**config.mk**
```make
export PLATFORM = sky130hd
export DESIGN_NAME = life_manager
export DESIGN_NICKNAME = d
export VERILOG_FILES = /design/src/rtl/life_manager.sv
export SDC_FILE = /design/constraint.sdc
export NUM_CORES = 1
export LEC_CHECK = 0
export BUFFER_PORTS_ARGS = -buffer_cell sky130_fd_sc_hd__buf_2
export CAP_MARGIN = 15
export CORE_MARGIN = 2
export CORE_UTILIZATION = 25
export CTS_CLUSTER_DIAMETER = 30
export DETAILED_ROUTE_END_ITERATION = 7
export GPL_ROUTABILITY_DRIVEN = 0
export PLACE_DENSITY = 0.48
export RECOVER_POWER = 100
export SLEW_MARGIN = 30
export SYNTH_ARGS = -nofsm -noshare
export SYNTH_HDL_FRONTEND = slang
export SYNTH_SLANG_ARGS = --single-unit
```
**constraint.sdc**
```tcl
create_clock -name clk -period 2.3 [get_ports clk]
set_clock_uncertainty 0.15 [all_clocks]
set_input_delay 0.115 -clock clk [delete_from_list [all_inputs] [get_ports clk]]
set_output_delay 0.115 -clock clk [all_outputs]
set_load 0.05 [all_outputs]
```
**src/rtl/life_manager.sv**
```systemverilog
// -----------------------------------------------------------------------------
// life_manager
//   Owns the player's life count and the post-hit invulnerability window.
//   It feeds the 2-bit lives value to the HUD life-icon bitmap, a blink flag
//   to the ship sprite, a one-cycle FX pulse when a hit is accepted and the
//   game-over flag to the game controller.
//
// Parameters
//   INIT_LIVES     lives loaded at reset and on newGame (1..3)
//   MAX_LIVES      saturation ceiling for extraLife (INIT_LIVES..3)
//   INVULN_FRAMES  frames of invulnerability after a non-fatal hit (1..255)
//   BLINK_SHIFT    frame-counter bit that drives blinkOff (0..7)
//
// Ports
//   clk            in   system clock
//   resetN         in   asynchronous active-low reset
//   startOfFrame   in   one-cycle pulse per VGA frame
//   playerHit      in   one-cycle pulse: ship collided with enemy/enemy shot
//   extraLife      in   one-cycle pulse: award one life
//   newGame        in   one-cycle pulse: restart game
//   lives          out  current life count (0..3)
//   invulnerable   out  high while hits are ignored
//   blinkOff       out  high = suppress the ship sprite this frame
//   lifeLostPulse  out  one-cycle pulse when a hit is accepted
//   gameOver       out  high once lives reach 0, until newGame
//
// All outputs come straight from flops, so every event shows up on the
// outputs one clock after the cycle in which it was sampled.
// -----------------------------------------------------------------------------
module life_manager #(
  parameter logic [1:0] INIT_LIVES    = 2'd3,
  parameter logic [1:0] MAX_LIVES     = 2'd3,
  parameter logic [7:0] INVULN_FRAMES = 8'd120,
  parameter int         BLINK_SHIFT   = 3
) (
  input  logic       clk,
  input  logic       resetN,
  input  logic       startOfFrame,
  input  logic       playerHit,
  input  logic       extraLife,
  input  logic       newGame,
  output logic [1:0] lives,
  output logic       invulnerable,
  output logic       blinkOff,
  output logic       lifeLostPulse,
  output logic       gameOver
);

  typedef enum logic [1:0] {
    ST_ALIVE     = 2'd0,
    ST_INVULN    = 2'd1,
    ST_GAME_OVER = 2'd2
  } state_t;

  state_t     state_q,         state_d;
  logic [1:0] lives_q,         lives_d;
  logic [7:0] frame_cnt_q,     frame_cnt_d;
  logic       invulnerable_q,  invulnerable_d;
  logic       blink_off_q,     blink_off_d;
  logic       life_lost_q,     life_lost_d;
  logic       game_over_q,     game_over_d;

  // Saturating increment: an extra life never pushes the count past MAX_LIVES.
  function automatic logic [1:0] sat_inc(input logic [1:0] cur);
    if (cur < MAX_LIVES) begin
      sat_inc = cur + 2'd1;
    end else begin
      sat_inc = cur;
    end
  endfunction

  // Next-state computation; priority is newGame > playerHit > extraLife > frame counting.
  always_comb begin
    state_d     = state_q;
    lives_d     = lives_q;
    frame_cnt_d = frame_cnt_q;
    life_lost_d = 1'b0;

    if (newGame) begin
      state_d     = ST_ALIVE;
      lives_d     = INIT_LIVES;
      frame_cnt_d = 8'd0;
    end else begin
      case (state_q)
        ST_ALIVE: begin
          if (playerHit) begin
            // Any extraLife arriving with the hit is intentionally dropped.
            life_lost_d = 1'b1;
            if (lives_q <= 2'd1) begin
              state_d     = ST_GAME_OVER;
              lives_d     = 2'd0;
              frame_cnt_d = 8'd0;
            end else begin
              // Counter is loaded, not decremented, even if a frame starts now.
              state_d     = ST_INVULN;
              lives_d     = lives_q - 2'd1;
              frame_cnt_d = INVULN_FRAMES;
            end
          end else if (extraLife) begin
            lives_d = sat_inc(lives_q);
          end else begin
            lives_d = lives_q;
          end
        end

        ST_INVULN: begin
          // Hits are ignored here; extraLife and frame counting may coincide.
          if (extraLife) begin
            lives_d = sat_inc(lives_q);
          end else begin
            lives_d = lives_q;
          end
          if (startOfFrame) begin
            if (frame_cnt_q <= 8'd1) begin
              state_d     = ST_ALIVE;
              frame_cnt_d = 8'd0;
            end else begin
              frame_cnt_d = frame_cnt_q - 8'd1;
            end
          end else begin
            frame_cnt_d = frame_cnt_q;
          end
        end

        ST_GAME_OVER: begin
          // Only newGame leaves this state.
          lives_d     = 2'd0;
          frame_cnt_d = 8'd0;
        end

        default: begin
          // Unreachable encoding: recover to a safe, playable state.
          state_d     = ST_ALIVE;
          lives_d     = INIT_LIVES;
          frame_cnt_d = 8'd0;
        end
      endcase
    end

    invulnerable_d = (state_d == ST_INVULN);
    game_over_d    = (state_d == ST_GAME_OVER);
    if (state_d == ST_INVULN) begin
      blink_off_d = frame_cnt_d[BLINK_SHIFT];
    end else begin
      blink_off_d = 1'b0;
    end
  end

  // State, counter and registered outputs with asynchronous active-low reset.
  always_ff @(posedge clk or negedge resetN) begin
    if (!resetN) begin
      state_q        <= ST_ALIVE;
      lives_q        <= INIT_LIVES;
      frame_cnt_q    <= 8'd0;
      invulnerable_q <= 1'b0;
      blink_off_q    <= 1'b0;
      life_lost_q    <= 1'b0;
      game_over_q    <= 1'b0;
    end else begin
      state_q        <= state_d;
      lives_q        <= lives_d;
      frame_cnt_q    <= frame_cnt_d;
      invulnerable_q <= invulnerable_d;
      blink_off_q    <= blink_off_d;
      life_lost_q    <= life_lost_d;
      game_over_q    <= game_over_d;
    end
  end

  assign lives         = lives_q;
  assign invulnerable  = invulnerable_q;
  assign blinkOff      = blink_off_q;
  assign lifeLostPulse = life_lost_q;
  assign gameOver      = game_over_q;

endmodule

```
==> flow_metrics.tcl <==
set metrics [dict create \
    status "finished clean" \
    drt-vias-per-instance 5.07 \
    p_leak_nw 0.450 \
    yosysUniqueCellTypes 40 \
    core-area_mm2 0.00342 \
    num_rows 21 \
    dpl.hpwl_mm 1.45 \
    grt_pass1_wl_mm 3.43 \
    critPathMaxFanout 5 \
    synth_nets 100 \
    grt_max_degree 17 \
    synth-main-ff-cell "dfrtp_1" \
    post-route-drc-count 0 \
    track_usage_pct 10.8 \
    path_cells "inv_1 -> ha_1 -> or2_0 -> a22o_1 -> a2111oi_0 -> or3_1" \
    ios 12 \
    grt_pass1_vias 723 \
    layout-drive-gt1-share_pct 13.1 \
    slowest_stage "dfrtp_1" \
    fin_util_pct 30.6 \
    rrSetupSlack_ns 0.33 \
    clk_pin_slew_worst_paths_ns 0.10 \
    grt_antenna_before_repair 0 \
    worstSetupStartpointType "flop" \
    met1_usage_pct 14.1 \
    ys_seq_area_share_pct 44.1 \
    start_util_pct 26.7 \
    worst-slew-pin-transition_ns 0.905 \
    routed_wirelength_mm 2.11 \
    ir_drop_v 0.000277 \
    clock_latency_ns 0.29 \
    p_per_area_mw_per_mm2 764 \
    syn_inst 92 \
    critPathCaptureType "flop" \
    vias 776 \
    async_flop_share_pct 100 \
    syn_area_um2 913 \
    crit_family "compound AO/OA/AOI/OAI gates" \
    finalMaxSlewViolations 0 \
    detail_route.wl_per_cell_um 13.8 \
    seq_area_um2 403 \
    cts_tree "built" \
    antenna_cells 0 \
    critPathRequiredTime_ns 2.39 \
    antenna_left 0 \
    crit_arrival_ns 2.06 \
    min_period_ns 1.97 \
    cap_violations 0 \
    ys_ff_latch 16 \
    rsz0062_at_grt "no" \
    cts_htree_levels 1 \
    io_buffers 11 \
    hold-worst-slack_ns 0.0128 \
    max_freq_ghz 0.507 \
    hold_path.class "input pin to flop" \
    grt_util_met2_pct 17.1 \
    fin_setup_tns_ns 0 \
    cts_setup_buffers 0 \
    die-area_mm2 0.00415 \
    grt-ovfl-total 0 \
    n_fill_cell 378 \
    dr.first_iter.drc_count 17 \
    setup_viol 0 \
    cp_slowest_stage_delay_ns 0.43 \
    top_usage_layer "met2" \
    drt_first_pass_iters 4 \
    fin_crit_sh_pct 85.8 \
    multiInputGateArea_um2 447 \
    critPathLaunch "frame_cnt_q[0]$_DFFE_PN0P_" \
    die_x_um 64.4 \
    dieHeight_um 64.4 \
    crit_buf_inv 1 \
    synth-edff-count 0 \
    min_from "playerHit" \
    slew_headroom_pct 39.6 \
    power_uw 799 \
    root_buffer "clkbuf_4" \
    synth.avg_cell_area_um2 9.93 \
    clock_path_buffers 2 \
    area_delta_synth_final_pct 14.5 \
    use_met3_pct 1.91 \
    hold_violations 0 \
    r2r_start "frame_cnt_q[0]$_DFFE_PN0P_" \
    yosysWarningCount 0 \
    nets 116 \
    clock-sinks 16 \
    crit_type "flop to flop" \
    cts_made_buffers 3 \
]
## registers in the layout (all words and copies together) (netlist names)
name / count
blinkOff: 1
frame_cnt_q: 8
gameOver: 1
invulnerable: 1
lifeLostPulse: 1
lives: 2
state_q: 2
## timing repair
action / 4_1_cts / 5_1_grt
resized for setup: 0 / 0
hold buffers: 3 / 0
hold endpoints to repair: 21 / 0
## layout by cell type (no fill, tap or decap), types with 2 or more instances in the layout
master | synthesis | final
dfrtp_1 | 14 | 14
a21oi_1 | 9 | 9
inv_1 | 7 | 7
clkbuf_1 | 1 | 7
nand2_1 | 5 | 5
nor3_1 | 5 | 5
nor2_1 | 4 | 4
buf_2 | 0 | 4
o21ai_0 | 1 | 3
a31oi_1 | 3 | 3
clkbuf_4 | 0 | 3
dlygate4sd3_1 | 0 | 3
nand2b_1 | 2 | 2
a2111oi_0 | 2 | 2
or2_1 | 3 | 2
nand3_1 | 2 | 2
nor4_1 | 1 | 2
and3_1 | 2 | 2
a21o_1 | 2 | 2
a32o_1 | 2 | 2
ha_1 | 2 | 2
## area by class of cell
class,count,share of cell area (%)
inverters,7,2.51
flip-flops and latches,16,38.5
well taps,46,5.50
clock buffers,4,3.47
multi-input cells,66,42.7
repair buffers,14,7.30
## metrics by stage
step,cell area [um2],worst slack (ns),instances
after floorplan,913,0.501,92
after global placement,1000,0.434,146
after detailed placement,1000,0.385,146
after CTS,1070,0.347,153
after global routing,1050,0.199,153
final,1050,0.327,153
## synth_stat cells (2+ instances only)
cell type,number,area [um2]
dfrtp_1,14,350
a21oi_1,9,45.0
inv_1,7,26.3
nand2_1,5,18.8
nor3_1,5,25.0
nor2_1,4,15.0
a31oi_1,3,18.8
o21ai_1,3,15.0
or2_1,3,18.8
a2111oi_0,2,17.5
a21o_1,2,15.0
a32o_1,2,20.0
and3_1,2,12.5
dfstp_2,2,52.6
ha_1,2,25.0
nand2b_1,2,12.5
nand3_1,2,10.0
## path summary, 6_finish.rpt
| check | end | depth (start not counted) |
|---|---|---|
| max in group asynchronous | frame_cnt_q[1]$_DFFE_PN0P_ | 2 |
| hold / removal | lifeLostPulse$_DFF_PN0_ | 3 |
| setup / recovery | frame_cnt_q[6]$_DFFE_PN0P_ | 6 |
| hold reg to reg | frame_cnt_q[4]$_DFFE_PN0P_ | 2 |
| setup reg to reg | frame_cnt_q[6]$_DFFE_PN0P_ | 6 |
| min in group asynchronous | frame_cnt_q[7]$_DFFE_PN0P_ | 2 |
## power by group
part / switching [mW] / internal (mW) / total [mW]
clock: 0.0962 / 0.0965 / 0.193
combinational: 0.147 / 0.0892 / 0.236
sequential: 0.0525 / 0.318 / 0.370
total: 0.296 / 0.503 / 0.799
## metal layers
| layer | routed length [um] | up-vias |
|---|---|---|
| li1 | - | 376 |
| met1 | 983 | 376 |
| met2 | 1010 | 20 |
| met3 | 85 | 4 |
| met4 | 32 | 0 |
| met5 | 0 | - |
## tightest hold or removal path, delay by kind of cell
kind / cells / cell delay (ns)
buffers and inverters: 1 / 0.13
and+or+nand+nor: 2 / 0.17
## kinds of logic after synthesis
family / share of synthesized area, %
flip-flops: 44.1
adder cells (fa/ha/maj): 2.74
AO/OA/AOI/OAI: 22.7
AND/OR/NAND/NOR: 24.1
buffers and inverters: 5.34
XOR/XNOR: 0.959
Note: power is estimated with default switching activity, not from simulation.
